$ cat src/rtl/muladd_pkg.sv
// ---------------------------------------------------------------------------
// muladd_pkg
// Shared definitions for the round-robin multiply/add scheduler:
//   - sched_state_e : scheduler FSM states (IDLE, RUN, DRAIN)
//   - DEF_*         : default configuration constants
//   - id_width()    : requester-id width, $clog2 with a floor of one bit
//   - stage_t       : one pipeline stage {valid, id, a, b} at the default
//                     configuration (the pipe builds its own copy sized to
//                     its actual parameters)
// ---------------------------------------------------------------------------
package muladd_pkg;

   localparam int DEF_DATA_W  = 32;
   localparam int DEF_NUM_REQ = 4;
   localparam int DEF_MUL_LAT = 3;

   typedef enum logic [1:0] {
      IDLE  = 2'd0,
      RUN   = 2'd1,
      DRAIN = 2'd2
   } sched_state_e;

   // A two-requester system still needs one id bit, which $clog2(2)
   // provides, but $clog2(1) would give zero; keep a one-bit floor.
   function automatic int id_width(input int n);
      return (n <= 2) ? 1 : $clog2(n);
   endfunction

   localparam int DEF_ID_W = id_width(DEF_NUM_REQ);

   typedef struct packed {
      logic                  valid;
      logic [DEF_ID_W-1:0]   id;
      logic [DEF_DATA_W-1:0] a;
      logic [DEF_DATA_W-1:0] b;
   } stage_t;

endpackage

$ cat src/rtl/muladd_pipe.sv
// ---------------------------------------------------------------------------
// muladd_pipe
// MUL_LAT-deep shift register of {valid, id, a, b} followed by an output
// register holding the truncated product and sum of the final stage.
// The whole pipe moves together on a single advance enable, which is true
// whenever the output register is empty or being consumed.
//
// Ports:
//   clk, rst_n            clock, asynchronous active-low reset
//   load, load_id,        operand pair entering stage 0 on an advancing edge
//   load_a, load_b
//   advance               pipe shifts on the next edge
//   busy                  any stage or the output register holds an op
//   resp_valid/ready      output handshake
//   resp_id/mul/add       id, (a*b) mod 2^DATA_W, (a+b) mod 2^DATA_W
// ---------------------------------------------------------------------------
module muladd_pipe
   import muladd_pkg::*;
#(
   parameter int DATA_W  = DEF_DATA_W,
   parameter int ID_W    = 1,
   parameter int MUL_LAT = DEF_MUL_LAT
) (
   input  logic              clk,
   input  logic              rst_n,
   input  logic              load,
   input  logic [ID_W-1:0]   load_id,
   input  logic [DATA_W-1:0] load_a,
   input  logic [DATA_W-1:0] load_b,
   output logic              advance,
   output logic              busy,
   output logic              resp_valid,
   input  logic              resp_ready,
   output logic [ID_W-1:0]   resp_id,
   output logic [DATA_W-1:0] resp_mul,
   output logic [DATA_W-1:0] resp_add
);

   typedef struct packed {
      logic              valid;
      logic [ID_W-1:0]   id;
      logic [DATA_W-1:0] a;
      logic [DATA_W-1:0] b;
   } pipe_stage_t;

   logic [MUL_LAT-1:0] stage_valid;
   pipe_stage_t        tail;
   logic [DATA_W-1:0]  tail_mul;
   logic [DATA_W-1:0]  tail_add;

   // A held (unconsumed) result freezes every stage behind it.
   assign advance = !resp_valid || resp_ready;

   genvar gi;
   generate
      for (gi = 0; gi < MUL_LAT; gi++) begin : g_stage
         pipe_stage_t stage_next;
         pipe_stage_t stage_reg;

         if (gi == 0) begin : g_head
            assign stage_next = '{valid: load, id: load_id, a: load_a, b: load_b};
         end else begin : g_body
            assign stage_next = g_stage[gi-1].stage_reg;
         end

         always_ff @(posedge clk or negedge rst_n) begin
            if (!rst_n) begin
               stage_reg <= '0;
            end else if (advance) begin
               stage_reg <= stage_next;
            end
         end

         assign stage_valid[gi] = stage_reg.valid;
      end
   endgenerate

   assign tail = g_stage[MUL_LAT-1].stage_reg;

   // Results are DATA_W wide, so both operations wrap silently.
   assign tail_mul = tail.a * tail.b;
   assign tail_add = tail.a + tail.b;

   always_ff @(posedge clk or negedge rst_n) begin
      if (!rst_n) begin
         resp_valid <= 1'b0;
         resp_id    <= '0;
         resp_mul   <= '0;
         resp_add   <= '0;
      end else if (advance) begin
         resp_valid <= tail.valid;
         // Bubbles leave the previous payload in place; only valid matters.
         if (tail.valid) begin
            resp_id  <= tail.id;
            resp_mul <= tail_mul;
            resp_add <= tail_add;
         end
      end
   end

   assign busy = (|stage_valid) || resp_valid;

endmodule

$ cat src/rtl/muladd_rr_sched.sv
// ---------------------------------------------------------------------------
// muladd_rr_sched
// Shares one pipelined multiply/add datapath among NUM_REQ requesters with
// round-robin arbitration, and offers enable/drain/idle control so the
// surrounding harness can quiesce the datapath.
//
// Ports:
//   clk, rst_n            clock, asynchronous active-low reset
//   enable                1 = accept new ops, 0 = drain
//   req_valid/req_ready   per-requester handshake (ready is one-hot or zero)
//   req_a, req_b          packed operands, requester i at [i*DATA_W +: DATA_W]
//   resp_valid/ready      result handshake
//   resp_id               originating requester
//   resp_mul, resp_add    (a*b) and (a+b), truncated to DATA_W
//   idle                  scheduler is in IDLE (pipeline empty)
//   op_count              accepted ops, wraps at 2^32
// ---------------------------------------------------------------------------
module muladd_rr_sched
   import muladd_pkg::*;
#(
   parameter  int NUM_REQ = DEF_NUM_REQ,
   parameter  int DATA_W  = DEF_DATA_W,
   parameter  int MUL_LAT = DEF_MUL_LAT,
   localparam int ID_W    = id_width(NUM_REQ)
) (
   input  logic                      clk,
   input  logic                      rst_n,
   input  logic                      enable,
   input  logic [NUM_REQ-1:0]        req_valid,
   output logic [NUM_REQ-1:0]        req_ready,
   input  logic [NUM_REQ*DATA_W-1:0] req_a,
   input  logic [NUM_REQ*DATA_W-1:0] req_b,
   output logic                      resp_valid,
   input  logic                      resp_ready,
   output logic [ID_W-1:0]           resp_id,
   output logic [DATA_W-1:0]         resp_mul,
   output logic [DATA_W-1:0]         resp_add,
   output logic                      idle,
   output logic [31:0]               op_count
);

   sched_state_e      state_reg;
   logic [ID_W-1:0]   rr_ptr_reg;
   logic [31:0]       op_count_reg;

   logic              advance;
   logic              busy;
   logic              grant_en;
   logic              found;
   logic              handshake;
   logic [ID_W-1:0]   winner;
   int                cand;

   logic [DATA_W-1:0] a_lane [NUM_REQ];
   logic [DATA_W-1:0] b_lane [NUM_REQ];

   genvar gi;
   generate
      for (gi = 0; gi < NUM_REQ; gi++) begin : g_lane
         assign a_lane[gi] = req_a[gi*DATA_W +: DATA_W];
         assign b_lane[gi] = req_b[gi*DATA_W +: DATA_W];
      end
   endgenerate

   // Round-robin search starting at rr_ptr. The index is kept as an int
   // so NUM_REQ need not be a power of two; it never reaches NUM_REQ.
   always_comb begin
      found  = 1'b0;
      winner = '0;
      cand   = 0;
      for (int off = 0; off < NUM_REQ; off++) begin
         cand = int'(rr_ptr_reg) + off;
         if (cand >= NUM_REQ) begin
            cand = cand - NUM_REQ;
         end
         if (!found && req_valid[cand[ID_W-1:0]]) begin
            found  = 1'b1;
            winner = cand[ID_W-1:0];
         end
      end
   end

   // Grants come from the registered state, so an op granted in the same
   // cycle that enable falls is still taken.
   assign grant_en  = (state_reg == RUN) && advance;
   assign handshake = grant_en && found;

   always_comb begin
      req_ready = '0;
      if (handshake) begin
         req_ready[winner] = 1'b1;
      end
   end

   muladd_pipe #(
      .DATA_W  (DATA_W),
      .ID_W    (ID_W),
      .MUL_LAT (MUL_LAT)
   ) u_pipe (
      .clk        (clk),
      .rst_n      (rst_n),
      .load       (handshake),
      .load_id    (winner),
      .load_a     (a_lane[winner]),
      .load_b     (b_lane[winner]),
      .advance    (advance),
      .busy       (busy),
      .resp_valid (resp_valid),
      .resp_ready (resp_ready),
      .resp_id    (resp_id),
      .resp_mul   (resp_mul),
      .resp_add   (resp_add)
   );

   // Pointer and counter move only on an accepted op; the pointer is
   // retained through DRAIN/IDLE so rotation resumes where it stopped.
   always_ff @(posedge clk or negedge rst_n) begin
      if (!rst_n) begin
         rr_ptr_reg   <= '0;
         op_count_reg <= '0;
      end else if (handshake) begin
         rr_ptr_reg   <= (winner == ID_W'(NUM_REQ - 1)) ? '0 : winner + 1'b1;
         op_count_reg <= op_count_reg + 32'd1;
      end
   end

   always_ff @(posedge clk or negedge rst_n) begin
      if (!rst_n) begin
         state_reg <= IDLE;
      end else begin
         case (state_reg)
            IDLE: begin
               if (enable) state_reg <= RUN;
            end
            RUN: begin
               if (!enable) state_reg <= DRAIN;
            end
            DRAIN: begin
               if (enable)     state_reg <= RUN;
               else if (!busy) state_reg <= IDLE;
            end
            default: state_reg <= IDLE;
         endcase
      end
   end

   assign idle     = (state_reg == IDLE);
   assign op_count = op_count_reg;

endmodule

$ cat config.mk
export PLATFORM = sky130hd
export DESIGN_NAME = muladd_rr_sched
export DESIGN_NICKNAME = d
export VERILOG_FILES = /design/src/rtl/muladd_pkg.sv /design/src/rtl/muladd_pipe.sv /design/src/rtl/muladd_rr_sched.sv
export SDC_FILE = /design/constraint.sdc
export NUM_CORES = 2
export LEC_CHECK = 0
export BUFFER_PORTS_ARGS = -buffer_cell sky130_fd_sc_hd__buf_2
export CELL_PAD_IN_SITES_DETAIL_PLACEMENT = 1
export CELL_PAD_IN_SITES_GLOBAL_PLACEMENT = 1
export CORE_ASPECT_RATIO = 0.9
export CORE_MARGIN = 5
export CORE_UTILIZATION = 47
export CTS_BUF_LIST = sky130_fd_sc_hd__clkbuf_2 sky130_fd_sc_hd__clkbuf_4 sky130_fd_sc_hd__clkbuf_8
export CTS_CLUSTER_SIZE = 8
export DETAILED_ROUTE_END_ITERATION = 8
export GPL_ROUTABILITY_DRIVEN = 0
export PLACE_DENSITY = 0.94
export SLEW_MARGIN = 30
export SYNTH_ARGS = -nofsm -noshare
export SYNTH_HDL_FRONTEND = slang
export SYNTH_SLANG_ARGS = --single-unit
$ cat constraint.sdc
create_clock -name clk -period 8.4 [get_ports clk]
set_clock_uncertainty 0.15 [all_clocks]
set_input_delay 1.26 -clock clk [delete_from_list [all_inputs] [get_ports clk]]
set_output_delay 1.26 -clock clk [all_outputs]
set_load 0.01 [all_outputs]
==> results.py <==
metrics = {
    "run_status": {
        "status": "finished, final reports clean",
    },
    "timing": {
        "relSlewSlack_pct": 31.05,
        "setup_tns_ps": 0,
        "fmax_mhz": 122.4,
        "finalCriticalPeriod_ps": 8173,
        "hold_viol_final": 0,
        "tightest_slew_ps": 1034,
        "setup_viol": 0,
        "maxSlewViolCount": 0,
        "final.setup.worst_slack_ps": 227.2,
        "finalCritPeriodShare_pct": 97.29,
        "rsz0062_at_grt": "no",
    },
    "clocking": {
        "cts_tree": "built",
        "clkLatencyLatePin_ps": 680,
        "path_clk_slew_ps": 80,
        "postCtsSetupBuffers": 0,
        "htreeDepth": 2,
        "ctsResizeCount": 0,
        "clk_path_buf_depth": 3,
        "cts_buffers": 52,
        "cts_root_buf": "clkbuf_8",
        "numClockSinks": 304,
        "postCtsHoldBufs": 0,
    },
    "synth": {
        "syn_avg_cell_area_um2": 8.495,
        "yosys-top-cells-area": "fa_1 27%, dfrtp_1 25%, nand2_1 11%",
        "synth_mux_area_share_pct": 0.06546,
        "ys.flop_type": "dfrtp_1",
        "seq_area_frac_synth_pct": 24.87,
        "synth-edff-count": 0,
        "async_flop_share_pct": 100.0,
        "synthDistinctLibCells": 69,
        "synth_cells": 3600,
        "synth_top_cell_by_area": "fa_1",
        "yosys_warnings": 0,
        "syn_area_um2": 30580,
        "syn_nets": 4432,
        "synth_top_area_share_pct": 26.77,
        "synth-seq-cells": 304,
        "synth_simple_gate_area_share_pct": 23.28,
        "synth_top_family_by_area": "adder cells",
        "synth_xor_area_share_pct": 3.883,
        "synthAdderAreaFrac_pct": 33.28,
        "synth-compound-area-share_pct": 6.820,
    },
    "critical_path": {
        "path_buf_inv": 3,
        "critPathTopFamily": "adder cells",
        "cp.required_ps": 8790,
        "crit_path_frequent_cell": "fa_1",
        "path_max_fanout": 27,
        "crit_path_top_delay_cell": "dfrtp_1",
        "critPathCaptureType": "flip-flop",
        "critPathArrivalTime_ps": 8560,
        "crit_type": "flip-flop to flip-flop",
        "regToRegSetupSlack_ps": 230,
        "startpoint_type": "flip-flop",
        "slowest_delay_ps": 1030,
        "crit_chain": "nand2_1 -> fa_1 -> fa_1 -> inv_1 -> fa_1 -> inv_1 -> fa_1 -> inv_1 -> fa_1 -> fa_1 -> fa_1 -> fa_1 -> ha_1 -> a21o_1 -> a21o_1 -> nor2_1 -> o211ai_1 -> o21ai_0 -> o21ai_0 -> xnor2_1 -> o21ai_0",
    },
    "route": {
        "antenna_left": 0,
        "drc": 0,
        "wl_um": 118400,
        "dr.pass1.iters": 7,
        "vias": 27642,
        "via_per_inst": 5.799,
        "routedWlPerCell_um": 24.83,
        "drtIter0Drc": 2504,
    },
    "grt": {
        "grt_antenna_before_repair": 9,
        "grt_max_degree": 136,
        "gr-usage-all-layers_pct": 32.04,
        "grt_pass1_vias": 31230,
        "grt_pass1_wl_um": 175700,
        "overflow": 0,
    },
    "floorplan": {
        "std_cell_rows": 88,
        "ios": 368,
        "design.core.area_um2": 64300,
        "fp.dieH_um": 252,
        "initial_core_util_pct": 47.56,
        "die_area_um2": 70280,
        "die_width_um": 278.9,
    },
    "cells_and_area": {
        "largest_reg_flops": 201,
        "fin_cells": 4767,
        "fillers": 7761,
        "drive_gt1_share_pct": 13.49,
        "fin_nets": 4700,
        "syn2layout_area_growth_pct": 11.92,
        "fin_area_um2": 34230,
    },
    "placed_design": {
        "placed_area_um2": 33080,
        "dp_slack_ps": 384.2,
        "place_hpwl_um": 85720,
        "dp.cells": 4668,
        "io_buffers": 367,
    },
    "flow_run": {
        "maxCapViolations": 0,
    },
    "min_path": {
        "hold_class": "flip-flop to flip-flop",
    },
}
final cells by class:
type | instances | area, µm² | area share [%]
multi-input cells | 2673 | 20640 | 60.29
repair buffers | 407 | 2195 | 6.412
clock inverters | 11 | 105.1 | 0.3071
diodes | 5 | 12.51 | 0.03655
flip-flops and latches | 304 | 7610 | 22.23
clock buffers | 82 | 984.7 | 2.877
well taps | 855 | 1070 | 3.125
inverters | 430 | 1617 | 4.723
tightest hold or removal path: cells and delay by family (launching register included):
kind | cells | cell delay [ps]
flops | 1 | 340
simple gates | 2 | 110
through the flow:
step	util, %	hold WS [ps]
floorplan	-	288.6
global placement	51.45	299.8
detailed placement	51.45	305.3
CTS	53.14	301.5
global route	53.22	333.2
finish	53.23	298.5
synth_stat cells, types with 4 or more instances:
cell type,instances
o21ai_1,5
a21oi_1,46
a21o_1,23
buf_1,6
nand3_1,88
nand4_1,8
a31oi_1,10
nor2_1,225
inv_1,430
nor4_1,4
ha_1,159
xnor2_1,92
o21a_1,14
nor3b_1,8
nor3_1,7
o21ai_0,202
o21bai_1,4
and2_1,297
o211ai_1,5
fa_1,409
buf_2,16
nand2b_1,7
nand3b_1,4
a211oi_1,7
o31ai_1,6
and3_1,12
dfrtp_1,304
nand2_1,935
clkbuf_1,168
xor2_1,41
layout by cell type, fill, tap and decap left out, types with 92 or more instances in the layout:
cell / count
nand2_1: 934
inv_1: 429
buf_2: 366
dfrtp_1: 302
nor2_1: 225
xnor2_1: 92
fa_1: 409
o21ai_0: 202
and2_1: 296
ha_1: 159
worst paths after layout:
kind / startpoint / end / cells after the start
max in group asynchronous: rst_n / op_count[19] / 2
hold reg to reg: u_pipe.g_stage[0].stage_reg[8] / u_pipe.g_stage[1].stage_reg[8] / 2
min in group asynchronous: rst_n / u_pipe.resp_mul[21] / 1
setup / recovery: u_pipe.g_stage[2].stage_reg[6] / u_pipe.resp_mul[31] / 21
setup reg to reg: u_pipe.g_stage[2].stage_reg[6] / u_pipe.resp_mul[31] / 21
hold / removal: u_pipe.g_stage[0].stage_reg[8] / u_pipe.g_stage[1].stage_reg[8] / 2
logic make-up after synthesis:
logic type,after synthesis
xor+xnor,134
mux,2
buf+inv,623
fa+ha+maj,568
simple gates,1614
compound gates,355
flops,304
per-layer routing:
metal	vias to the layer above	track usage (%)	wire (µm)
met2	1706	55.49	56700
li1	11567	-	-
met1	13678	36.15	40760
met4	10	19.20	9847
met3	681	7.568	10990
met5	-	0	60
Power is not shown: default switching activity piles up to over one toggle a cycle in this logic, so the estimate is an artifact.
